==> src/rtl/snoop_bus_rr.sv <==
// Snooping coherence bus: round-robin arbitration, snoop broadcast and response collection,
// then the line comes cache-to-cache (dirty owner, also flushed to memory) or from memory.
module snoop_bus_rr #(
  parameter int NUM_CORES     = 4,
  parameter int ADDRESS_WIDTH = 6,
  parameter int DATA_WIDTH    = 32
) (
  input  logic                                clk,
  input  logic                                reset,
  input  logic [NUM_CORES-1:0]                req_valid,
  input  logic [2*NUM_CORES-1:0]              req_op,
  input  logic [NUM_CORES*ADDRESS_WIDTH-1:0]  req_addr,
  input  logic [NUM_CORES*DATA_WIDTH-1:0]     req_data,
  output logic [NUM_CORES-1:0]                req_grant,
  output logic                                snoop_valid,
  output logic [1:0]                          snoop_op,
  output logic [ADDRESS_WIDTH-1:0]            snoop_addr,
  output logic [NUM_CORES-1:0]                snoop_src,
  input  logic [NUM_CORES-1:0]                snoop_resp_valid,
  input  logic [NUM_CORES-1:0]                snoop_resp_hit,
  input  logic [NUM_CORES-1:0]                snoop_resp_dirty,
  input  logic [NUM_CORES*DATA_WIDTH-1:0]     snoop_resp_data,
  output logic [NUM_CORES-1:0]                resp_valid,
  output logic [DATA_WIDTH-1:0]               resp_data,
  output logic                                resp_shared,
  output logic                                mem_req_valid,
  input  logic                                mem_req_ready,
  output logic                                mem_req_write,
  output logic [ADDRESS_WIDTH-1:0]            mem_req_addr,
  output logic [DATA_WIDTH-1:0]               mem_req_data,
  input  logic                                mem_resp_valid,
  input  logic [DATA_WIDTH-1:0]               mem_resp_data,
  output logic [2:0]                          dbg_state
);

  localparam int N  = NUM_CORES;
  localparam int AW = ADDRESS_WIDTH;
  localparam int DW = DATA_WIDTH;
  localparam int IW = (N > 1) ? $clog2(N) : 1;

  localparam logic [1:0] OP_RD   = 2'b00;
  localparam logic [1:0] OP_RDX  = 2'b01;
  localparam logic [1:0] OP_UPGR = 2'b10;
  localparam logic [1:0] OP_WB   = 2'b11;

  // Memory handshake: mem_req_* hold steady while mem_req_valid is high; the
  // transfer happens on the cycle where mem_req_valid && mem_req_ready.
  typedef enum logic [2:0] {
    S_IDLE, S_SNOOP, S_COLLECT, S_FLUSH, S_MEM_RD, S_MEM_WAIT, S_MEM_WR, S_DONE
  } state_t;

  state_t          state, state_n;
  logic [IW-1:0]   rr_ptr, cur_idx, owner_idx;
  logic [1:0]      cur_op;
  logic [AW-1:0]   cur_addr;
  logic [DW-1:0]   cur_wdata, owner_data, fill_data;
  logic [N-1:0]    responded, src_mask, new_mask, dirty_hit;
  logic            hit_acc, dirty_acc, hit_n, dirty_n, all_resp, new_dirty, is_read;
  logic            hi_found;
  int              hi_idx, lo_idx, win_idx, new_dirty_idx;
  logic [1:0]      win_op;
  logic [AW-1:0]   win_addr;
  logic [DW-1:0]   win_data, new_dirty_data;

  assign dbg_state = state;
  assign is_read   = (cur_op == OP_RD) || (cur_op == OP_RDX);

  // Winner: first requester at or after rr_ptr, else the lowest requester (wrap).
  always_comb begin
    hi_found = 1'b0;
    hi_idx   = 0;
    lo_idx   = 0;
    for (int i = N - 1; i >= 0; i--) begin
      if (req_valid[i]) begin
        lo_idx = i;
        if (i >= int'(rr_ptr)) begin
          hi_found = 1'b1;
          hi_idx   = i;
        end
      end
    end
    win_idx  = hi_found ? hi_idx : lo_idx;
    win_op   = '0;
    win_addr = '0;
    win_data = '0;
    for (int i = 0; i < N; i++) begin
      if (i == win_idx) begin
        win_op   = req_op[2*i +: 2];
        win_addr = req_addr[i*AW +: AW];
        win_data = req_data[i*DW +: DW];
      end
    end
  end

  // Snoop reply accumulation; repeat strobes and the requester's own strobe are ignored.
  always_comb begin
    for (int i = 0; i < N; i++) src_mask[i] = (i == int'(cur_idx));
    new_mask = '0;
    if (state == S_SNOOP || state == S_COLLECT)
      new_mask = snoop_resp_valid & ~responded & ~src_mask;
    dirty_hit      = new_mask & snoop_resp_dirty;
    hit_n          = hit_acc | (|(new_mask & (snoop_resp_hit | snoop_resp_dirty)));
    new_dirty      = 1'b0;
    new_dirty_idx  = 0;
    new_dirty_data = '0;
    for (int i = N - 1; i >= 0; i--) begin
      if (dirty_hit[i]) begin
        new_dirty      = 1'b1;
        new_dirty_idx  = i;
        new_dirty_data = snoop_resp_data[i*DW +: DW];
      end
    end
    dirty_n  = dirty_acc | new_dirty;
    all_resp = &(responded | new_mask | src_mask);
  end

  always_comb begin
    state_n = state;
    case (state)
      S_IDLE:    if (|req_valid) state_n = S_SNOOP;
      S_SNOOP:   state_n = S_COLLECT;
      S_COLLECT: begin
        if (all_resp) begin
          if (cur_op == OP_WB)        state_n = S_MEM_WR;
          else if (cur_op == OP_UPGR) state_n = S_DONE;
          else if (dirty_n)           state_n = S_FLUSH;
          else                        state_n = S_MEM_RD;
        end
      end
      S_FLUSH, S_MEM_WR: if (mem_req_ready) state_n = S_DONE;
      S_MEM_RD:   if (mem_req_ready) state_n = S_MEM_WAIT;
      S_MEM_WAIT: if (mem_resp_valid) state_n = S_DONE;
      S_DONE:     state_n = S_IDLE;
      default:    state_n = S_IDLE;
    endcase
  end

  always_ff @(posedge clk or posedge reset) begin
    if (reset) begin
      state      <= S_IDLE;
      rr_ptr     <= '0;
      cur_idx    <= '0;
      cur_op     <= '0;
      cur_addr   <= '0;
      cur_wdata  <= '0;
      responded  <= '0;
      hit_acc    <= 1'b0;
      dirty_acc  <= 1'b0;
      owner_idx  <= '0;
      owner_data <= '0;
      fill_data  <= '0;
    end else begin
      state <= state_n;
      case (state)
        S_IDLE: begin
          if (|req_valid) begin
            cur_idx    <= IW'(win_idx);
            cur_op     <= win_op;
            cur_addr   <= win_addr;
            cur_wdata  <= win_data;
            responded  <= '0;
            hit_acc    <= 1'b0;
            dirty_acc  <= 1'b0;
            owner_data <= '0;
            fill_data  <= '0;
          end
        end
        S_SNOOP, S_COLLECT: begin
          responded <= responded | new_mask;
          hit_acc   <= hit_n;
          dirty_acc <= dirty_n;
          if (new_dirty && (!dirty_acc || new_dirty_idx < int'(owner_idx))) begin
            owner_idx  <= IW'(new_dirty_idx);
            owner_data <= new_dirty_data;
          end
        end
        S_MEM_WAIT: if (mem_resp_valid) fill_data <= mem_resp_data;
        S_DONE:     rr_ptr <= (int'(cur_idx) == N - 1) ? '0 : cur_idx + 1'b1;
        default: ;
      endcase
    end
  end

  // All outputs decode from registers only, so they are 0 while reset is held.
  always_comb begin
    req_grant     = '0;
    snoop_valid   = 1'b0;
    snoop_op      = '0;
    snoop_addr    = '0;
    snoop_src     = '0;
    resp_valid    = '0;
    resp_data     = '0;
    resp_shared   = 1'b0;
    mem_req_valid = 1'b0;
    mem_req_write = 1'b0;
    mem_req_addr  = '0;
    mem_req_data  = '0;
    case (state)
      S_SNOOP: begin
        req_grant   = src_mask;
        snoop_valid = 1'b1;
        snoop_op    = cur_op;
        snoop_addr  = cur_addr;
        snoop_src   = src_mask;
      end
      S_FLUSH: begin
        mem_req_valid = 1'b1;
        mem_req_write = 1'b1;
        mem_req_addr  = cur_addr;
        mem_req_data  = owner_data;
      end
      S_MEM_WR: begin
        mem_req_valid = 1'b1;
        mem_req_write = 1'b1;
        mem_req_addr  = cur_addr;
        mem_req_data  = cur_wdata;
      end
      S_MEM_RD: begin
        mem_req_valid = 1'b1;
        mem_req_addr  = cur_addr;
      end
      S_DONE: begin
        resp_valid  = src_mask;
        resp_shared = hit_acc && (cur_op != OP_WB);
        if (is_read) resp_data = dirty_acc ? owner_data : fill_data;
      end
      default: ;
    endcase
  end

endmodule

==> config.mk <==
export PLATFORM = sky130hd
export DESIGN_NAME = snoop_bus_rr
export DESIGN_NICKNAME = d
export VERILOG_FILES = /design/src/rtl/snoop_bus_rr.sv
export SDC_FILE = /design/constraint.sdc
export NUM_CORES = 1
export LEC_CHECK = 0
export CAP_MARGIN = 40
export CORE_AREA = 2 2 169 171
export DETAILED_ROUTE_END_ITERATION = 8
export DIE_AREA = 0 0 171 173
export PLACE_DENSITY = 0.67
export SYNTH_ARGS = -nofsm -noshare
export SYNTH_HDL_FRONTEND = slang
export SYNTH_SLANG_ARGS = --single-unit
==> constraint.sdc <==
create_clock -name clk -period 3.3 [get_ports clk]
set_input_delay 0.33 -clock clk [delete_from_list [all_inputs] [get_ports clk]]
set_output_delay 0.33 -clock clk [all_outputs]
set_load 0.005 [all_outputs]
==> results.sh, run 1 <==
export IMPL_hold_viol=0
export IMPL_antenna_found_initial=0
export IMPL_tightest_slew_ps=822
export IMPL_yosysMostFrequentCell="dfrtp_1"
export IMPL_clkTransAtPathRegs_ps=60
export IMPL_via_per_inst=5.24
export IMPL_syn_nets=1254
export IMPL_max_freq_mhz=311
export IMPL_irDropWorstVdd_v=0.000506
export IMPL_max_cap_violations=0
export IMPL_vias=8913
export IMPL_yosysWarningCount=0
export IMPL_async_reset_ff_frac=1.00
export IMPL_coreArea_um2=27600
export IMPL_finalWirelength_mm=37.3
export IMPL_placed_area_um2=13300
export IMPL_clock_sinks=119
export IMPL_synthFlopType="dfrtp_1"
export IMPL_path_class="reg -> reg"
export IMPL_die_height_um=173
export IMPL_hp_class="in -> async"
export IMPL_yosysSeqAreaShare=0.350
export IMPL_final_antenna_net_count=0
export IMPL_placementRows=61
export IMPL_ys_seq_elements=119
export IMPL_cp_start_kind="flop"
export IMPL_drt_iter0_drc=463
export IMPL_synth_edf_count=0
export IMPL_rsz0062_at_grt="true"
export IMPL_cp_end_kind="flop"
export IMPL_synth_area_leaders="dfrtp_1, mux2i_1, nand2_1"
export IMPL_p_leak_nw=5.83
export IMPL_clockBufferDepth=2
export IMPL_synth_cell_type_count=65
export IMPL_insertion_delay_ps=420
export IMPL_die_w_um=171
export IMPL_total_power_mw=10.5
export IMPL_dieArea_um2=29600
export IMPL_num_antenna_cells=0
export IMPL_fin_nets=1657
export IMPL_maxSlewHeadroom=0.452
export IMPL_fin_skew_ps=8.42
export IMPL_report_final_slew_viol_count=0
export IMPL_fin_crit_sh=0.973
export IMPL_cp_max_fo=13
export IMPL_grt_pass1_vias=9334
export IMPL_drc=0
export IMPL_setup_tns_ps=0
export IMPL_cts_tree="built"
export IMPL_period_minus_slack_ps=3210
export IMPL_post_route_cell_area_um2=13900
export IMPL_worstPathArrival_ps=3510
export IMPL_layout_drive_gt1_share=0.122
export IMPL_pin_count=437
export IMPL_power_density_nw_per_um2=750
export IMPL_post_synth_top_area_fraction=0.350
export IMPL_whs_ps=342
export IMPL_overflow=0
export IMPL_synthTopCellsByCount="dfrtp_1, nand2_1, mux2i_1"
export IMPL_drtPass1Iterations=6
export IMPL_grt_total_usage=0.246
export IMPL_post_dp_hpwl_mm=27.3
export IMPL_wire_per_inst_um=21.9
export IMPL_setup_viol=0
export IMPL_netlist_area_um2=8500
export IMPL_status="finished clean"
export IMPL_synth_area_leader_cell="dfrtp_1"
export IMPL_syn2layout_area_growth_pct=63.9
export IMPL_gp_congestion=0.840
export IMPL_io_buffers=436
export IMPL_root_buffer="clkbuf_16"
export IMPL_cts_made_buffers=17
export IMPL_grt_max_degree=120
export IMPL_postSynthAreaPerCell_um2=9.36
export IMPL_synth_cells=909
export IMPL_crit_required_ps=3600
export IMPL_grt_pass1_wl_mm=54.9
export IMPL_start_util=0.308
export IMPL_cts_htree_levels=4
[flip-flops by register name, summed over array words and instances, names as in the netlist, 3 cells and up]
name,count
cur_wdata,32
fill_data,32
owner_data,32
cur_addr,6
responded,4
dbg_state,3
[per-layer routing]
metal	wire (um)	vias to the layer above	GRT usage
li1	-	4161	-
met3	3040	52	0.0728
met2	18200	393	0.424
met1	15100	4307	0.292
met4	964	0	0.0798
met5	0	-	0
[through the flow]
stage	worst slack, ps	utilization	std cells
2_1_floorplan	7.74	-	909
3_3_place_gp	180	0.481	1666
3_5_place_dp	112	0.483	1668
4_1_cts	20.5	0.503	1699
5_1_grt	-0.142	0.505	1702
6_report	87.5	0.505	1702
[cell families (layout without fill, tap and decap cells)]
family	count (synthesis)	in the layout	share of synthesized area
XOR/XNOR	2	2	0.00294
buffers and inverters	139	554	0.0767
AND/OR/NAND/NOR	322	322	0.190
AO/OA/AOI/OAI	178	178	0.188
multiplexers	144	144	0.185
flip-flops	119	119	0.350
adder cells (fa/ha/maj)	5	5	0.00736
[worst max-delay path, cell delays in order (launching register included)]
cell	delay, ps
dfrtp_1	380
inv_2	60
ha_2	210
or2_4	240
or4_4	500
and2_4	160
a21boi_1	120
ha_1	260
or2_2	290
o2111ai_2	100
o22a_4	240
buf_12	180
mux2_1	330
[where the power goes]
part,internal [mW],switching (mW),total [mW]
sequential,2.20,0.651,2.85
combinational,2.83,3.00,5.82
clock,1.07,0.717,1.78
[repair_timing]
item | CTS | global route
hold buffers | 0 | 0
setup endpoints to repair | 0 | 11
setup buffers | 0 | 2
resized for setup | 0 | 4
[cells in the final DEF (no fill, tap or decap), types with 3 or more instances in the layout]
cell type	count
ha_1	4
nor4_1	3
and3_1	13
clkinv_2	4
a221oi_2	27
clkbuf_16	18
and2_1	10
nor4b_1	32
mux2_4	25
nor2b_1	3
nor2_1	75
buf_12	7
a22o_1	33
nor4_2	3
o221ai_1	40
nand3_1	37
clkdlybuf4s50_1	436
nand2_1	115
o21a_1	3
a31oi_1	34
dfrtp_1	117
buf_4	32
o21ai_1	4
inv_2	3
clkinvlp_4	7
nor3_1	4
a221oi_1	5
mux2_1	7
o21ai_0	4
a21oi_1	6
inv_1	40
mux2i_1	112
[final cells by class]
type / count / area, um^2
clock buffer: 19 / 453
fill: 2631 / 13700
multi-input combinational: 651 / 4950
sequential: 119 / 2980
clock inverter: 12 / 104
timing repair buffer: 478 / 4810
tap: 378 / 473
inverter: 45 / 173
[worst paths after layout]
check	start	to	slack, ps	depth (start not counted)
worst max register to register	cur_idx[1]$_DFFE_PP0P_	owner_data[21]$_DFFE_PP0P_	90	12
max in group asynchronous	reset	dbg_state[2]$_DFFE_PP0P_	2170	3
min in group clk	mem_resp_data[30]	fill_data[30]$_DFFE_PP0P_	430	3
worst min-delay path	reset	cur_addr[2]$_DFFE_PP0P_	340	3
worst max-delay path	cur_idx[1]$_DFFE_PP0P_	owner_data[21]$_DFFE_PP0P_	90	12
worst min register to register	cur_wdata[9]$_DFFE_PP0P_	cur_wdata[9]$_DFFE_PP0P_	490	2
(Power assumes the default switching activity.)
==> run 2: changes to the inputs <==
clock period = 2.7 ns   (was 3.3 ns; I/O delays follow)
==> results.sh, run 2 (synthesized netlist as in run 1, its figures left out) <==
export IMPL_wire_per_inst_um=22.7
export IMPL_irDropWorstVdd_v=0.000593
export IMPL_overflow=0
export IMPL_layout_commonest_cell="clkdlybuf4s50_1"
export IMPL_path_class="reg -> reg"
export IMPL_vias=9270
export IMPL_drtPass1Iterations=5
export IMPL_post_dp_hpwl_mm=27.5
export IMPL_worstPathArrival_ps=3330
export IMPL_clock_sinks=119
export IMPL_hold_viol=0
export IMPL_worst_slack_ps=-325
export IMPL_grtUsageMet1=0.321
export IMPL_clkTransAtPathRegs_ps=60
export IMPL_met2_usage=0.432
export IMPL_insertion_delay_ps=420
export IMPL_io_buffers=436
export IMPL_die_height_um=173
export IMPL_top_regs="cur_wdata x32, fill_data x32, owner_data x32"
export IMPL_stdcell_count=1761
export IMPL_max_freq_mhz=331
export IMPL_cp_end_kind="flop"
export IMPL_status="finished, violations left"
export IMPL_via_per_inst=5.26
export IMPL_root_buffer="clkbuf_16"
export IMPL_grt_total_usage=0.254
export IMPL_num_antenna_cells=0
export IMPL_dp_cells=1699
export IMPL_crit_path_max_incr_delay_ps=430
export IMPL_slowest_stage="or4_4"
export IMPL_drt_iter0_drc=517
export IMPL_fin_nets=1716
export IMPL_grt_max_degree=120
export IMPL_cp_max_fo=6
export IMPL_max_cap_violations=0
export IMPL_cts_htree_levels=4
export IMPL_setup_viol=33
export IMPL_cts_made_buffers=17
export IMPL_p_leak_nw=6.85
export IMPL_dieArea_um2=29600
export IMPL_layout_drive_gt1_share=0.174
export IMPL_cts_tree="built"
export IMPL_start_util=0.308
export IMPL_critPathTopFamily="simple AND/OR/NAND/NOR gates"
export IMPL_power_density_nw_per_um2=963
export IMPL_cp_num_buf_inv=2
export IMPL_grt_pass1_vias=9276
export IMPL_die_w_um=171
export IMPL_final_cell_mix="clkdlybuf4s50_1, dfrtp_1, nand2_1, mux2i_1, nor2_1"
export IMPL_crit_required_ps=3000
export IMPL_maxSlewHeadroom=0.454
export IMPL_grt_pass1_wl_mm=56.5
export IMPL_placementRows=61
export IMPL_cp_start_kind="flop"
export IMPL_grt_use_met3=0.0616
export IMPL_final_antenna_net_count=0
export IMPL_clockBufferDepth=2
export IMPL_fin_crit_sh=1.12
export IMPL_drc=0
export IMPL_antenna_found_initial=2
export IMPL_hp_class="in -> async"
export IMPL_whs_ps=304
export IMPL_fin_skew_ps=16.6
export IMPL_rsz0062_at_grt="true"
export IMPL_syn2layout_area_growth_pct=75.7
export IMPL_gp_congestion=0.859
export IMPL_total_power_mw=14.4
export IMPL_period_minus_slack_ps=3030
export IMPL_report_final_slew_viol_count=0
export IMPL_finalWirelength_mm=40.0
export IMPL_top_usage_layer="met2"
export IMPL_coreArea_um2=27600
export IMPL_setup_tns_ps=-9250
export IMPL_violations="negative setup slack"
export IMPL_cp_cell_sequence="ha_4 -> or2_4 -> or4_4 -> and2_4 -> a21boi_4 -> ha_4 -> nand2b_4 -> a211oi_4 -> o22a_4 -> buf_12 -> buf_12 -> mux2_4"
export IMPL_pin_count=437
export IMPL_tightest_slew_ps=818
export IMPL_finish_utilization=0.541
==> run 2: cell types whose count changed in the layout (fill, tap and decap cells not counted), moves of 6 or more <==
| cell | change |
|---|---|
| clkdlybuf4s50_1 | -36 |
| buf_4 | +31 |
| dlymetal6s2s_1 | +30 |
| buf_12 | +15 |
| mux2_1 | -7 |
| mux2_4 | +7 |
| dlygate4sd2_1 | +6 |
==> run 2: report_power, final <==
part	switching, mW	internal (mW)	leakage [nW]
combinational	4.12	4.31	5.00
clock	0.912	1.59	0.301
sequential	0.779	2.68	1.54
==> run 2: layout make-up <==
cell class,count,area (um^2)
fillers,2526,12700
well taps,378,473
clock buffers,19,453
repair buffers,537,5590
multi-input cells,651,5090
clock inverters,12,175
inverters,45,176
flip-flops and latches,119,2980
==> run 2: worst paths after layout <==
| check | from | end | slack (ps) | cells after the start |
|---|---|---|---|---|
| hold reg to reg | fill_data[1]$_DFFE_PP0P_ | fill_data[1]$_DFFE_PP0P_ | 500 | 2 |
| setup / recovery | cur_idx[0]$_DFFE_PP0P_ | owner_data[30]$_DFFE_PP0P_ | -330 | 12 |
| hold / removal | reset | cur_op[0]$_DFFE_PP0P_ | 300 | 3 |
| max in group asynchronous | reset | cur_wdata[27]$_DFFE_PP0P_ | 1700 | 3 |
| setup reg to reg | cur_idx[0]$_DFFE_PP0P_ | owner_data[30]$_DFFE_PP0P_ | -330 | 12 |
| min in group clk | mem_resp_data[25] | fill_data[25]$_DFFE_PP0P_ | 380 | 3 |
==> run 2: routing by layer <==
layer / vias to the layer above / part of all wire
li1: 4286 / -
met1: 4514 / 0.42
met2: 420 / 0.48
met3: 46 / 0.079
met4: 4 / 0.020
met5: - / 0.00080
==> run 2: metrics by stage <==
step,cell area (um^2),setup WS (ps)
global route,14900,-397
floorplan,8570,-446
detailed placement,13700,-380
global placement,13700,-335
finish,14900,-325
CTS,14600,-352
==> run 2: worst min-delay path, cell delays in order <==
cell,delay (ps)
clkdlybuf4s50_1,440
clkinvlp_4,90
buf_12,400
==> run 2: timing repair <==
action | CTS | global route
setup buffers | 13 | 13
gates cloned | 3 | 5
pin swaps | 6 | 8
resized for setup | 43 | 57
setup endpoints to repair | 115 | 92
hold buffers | 0 | 0
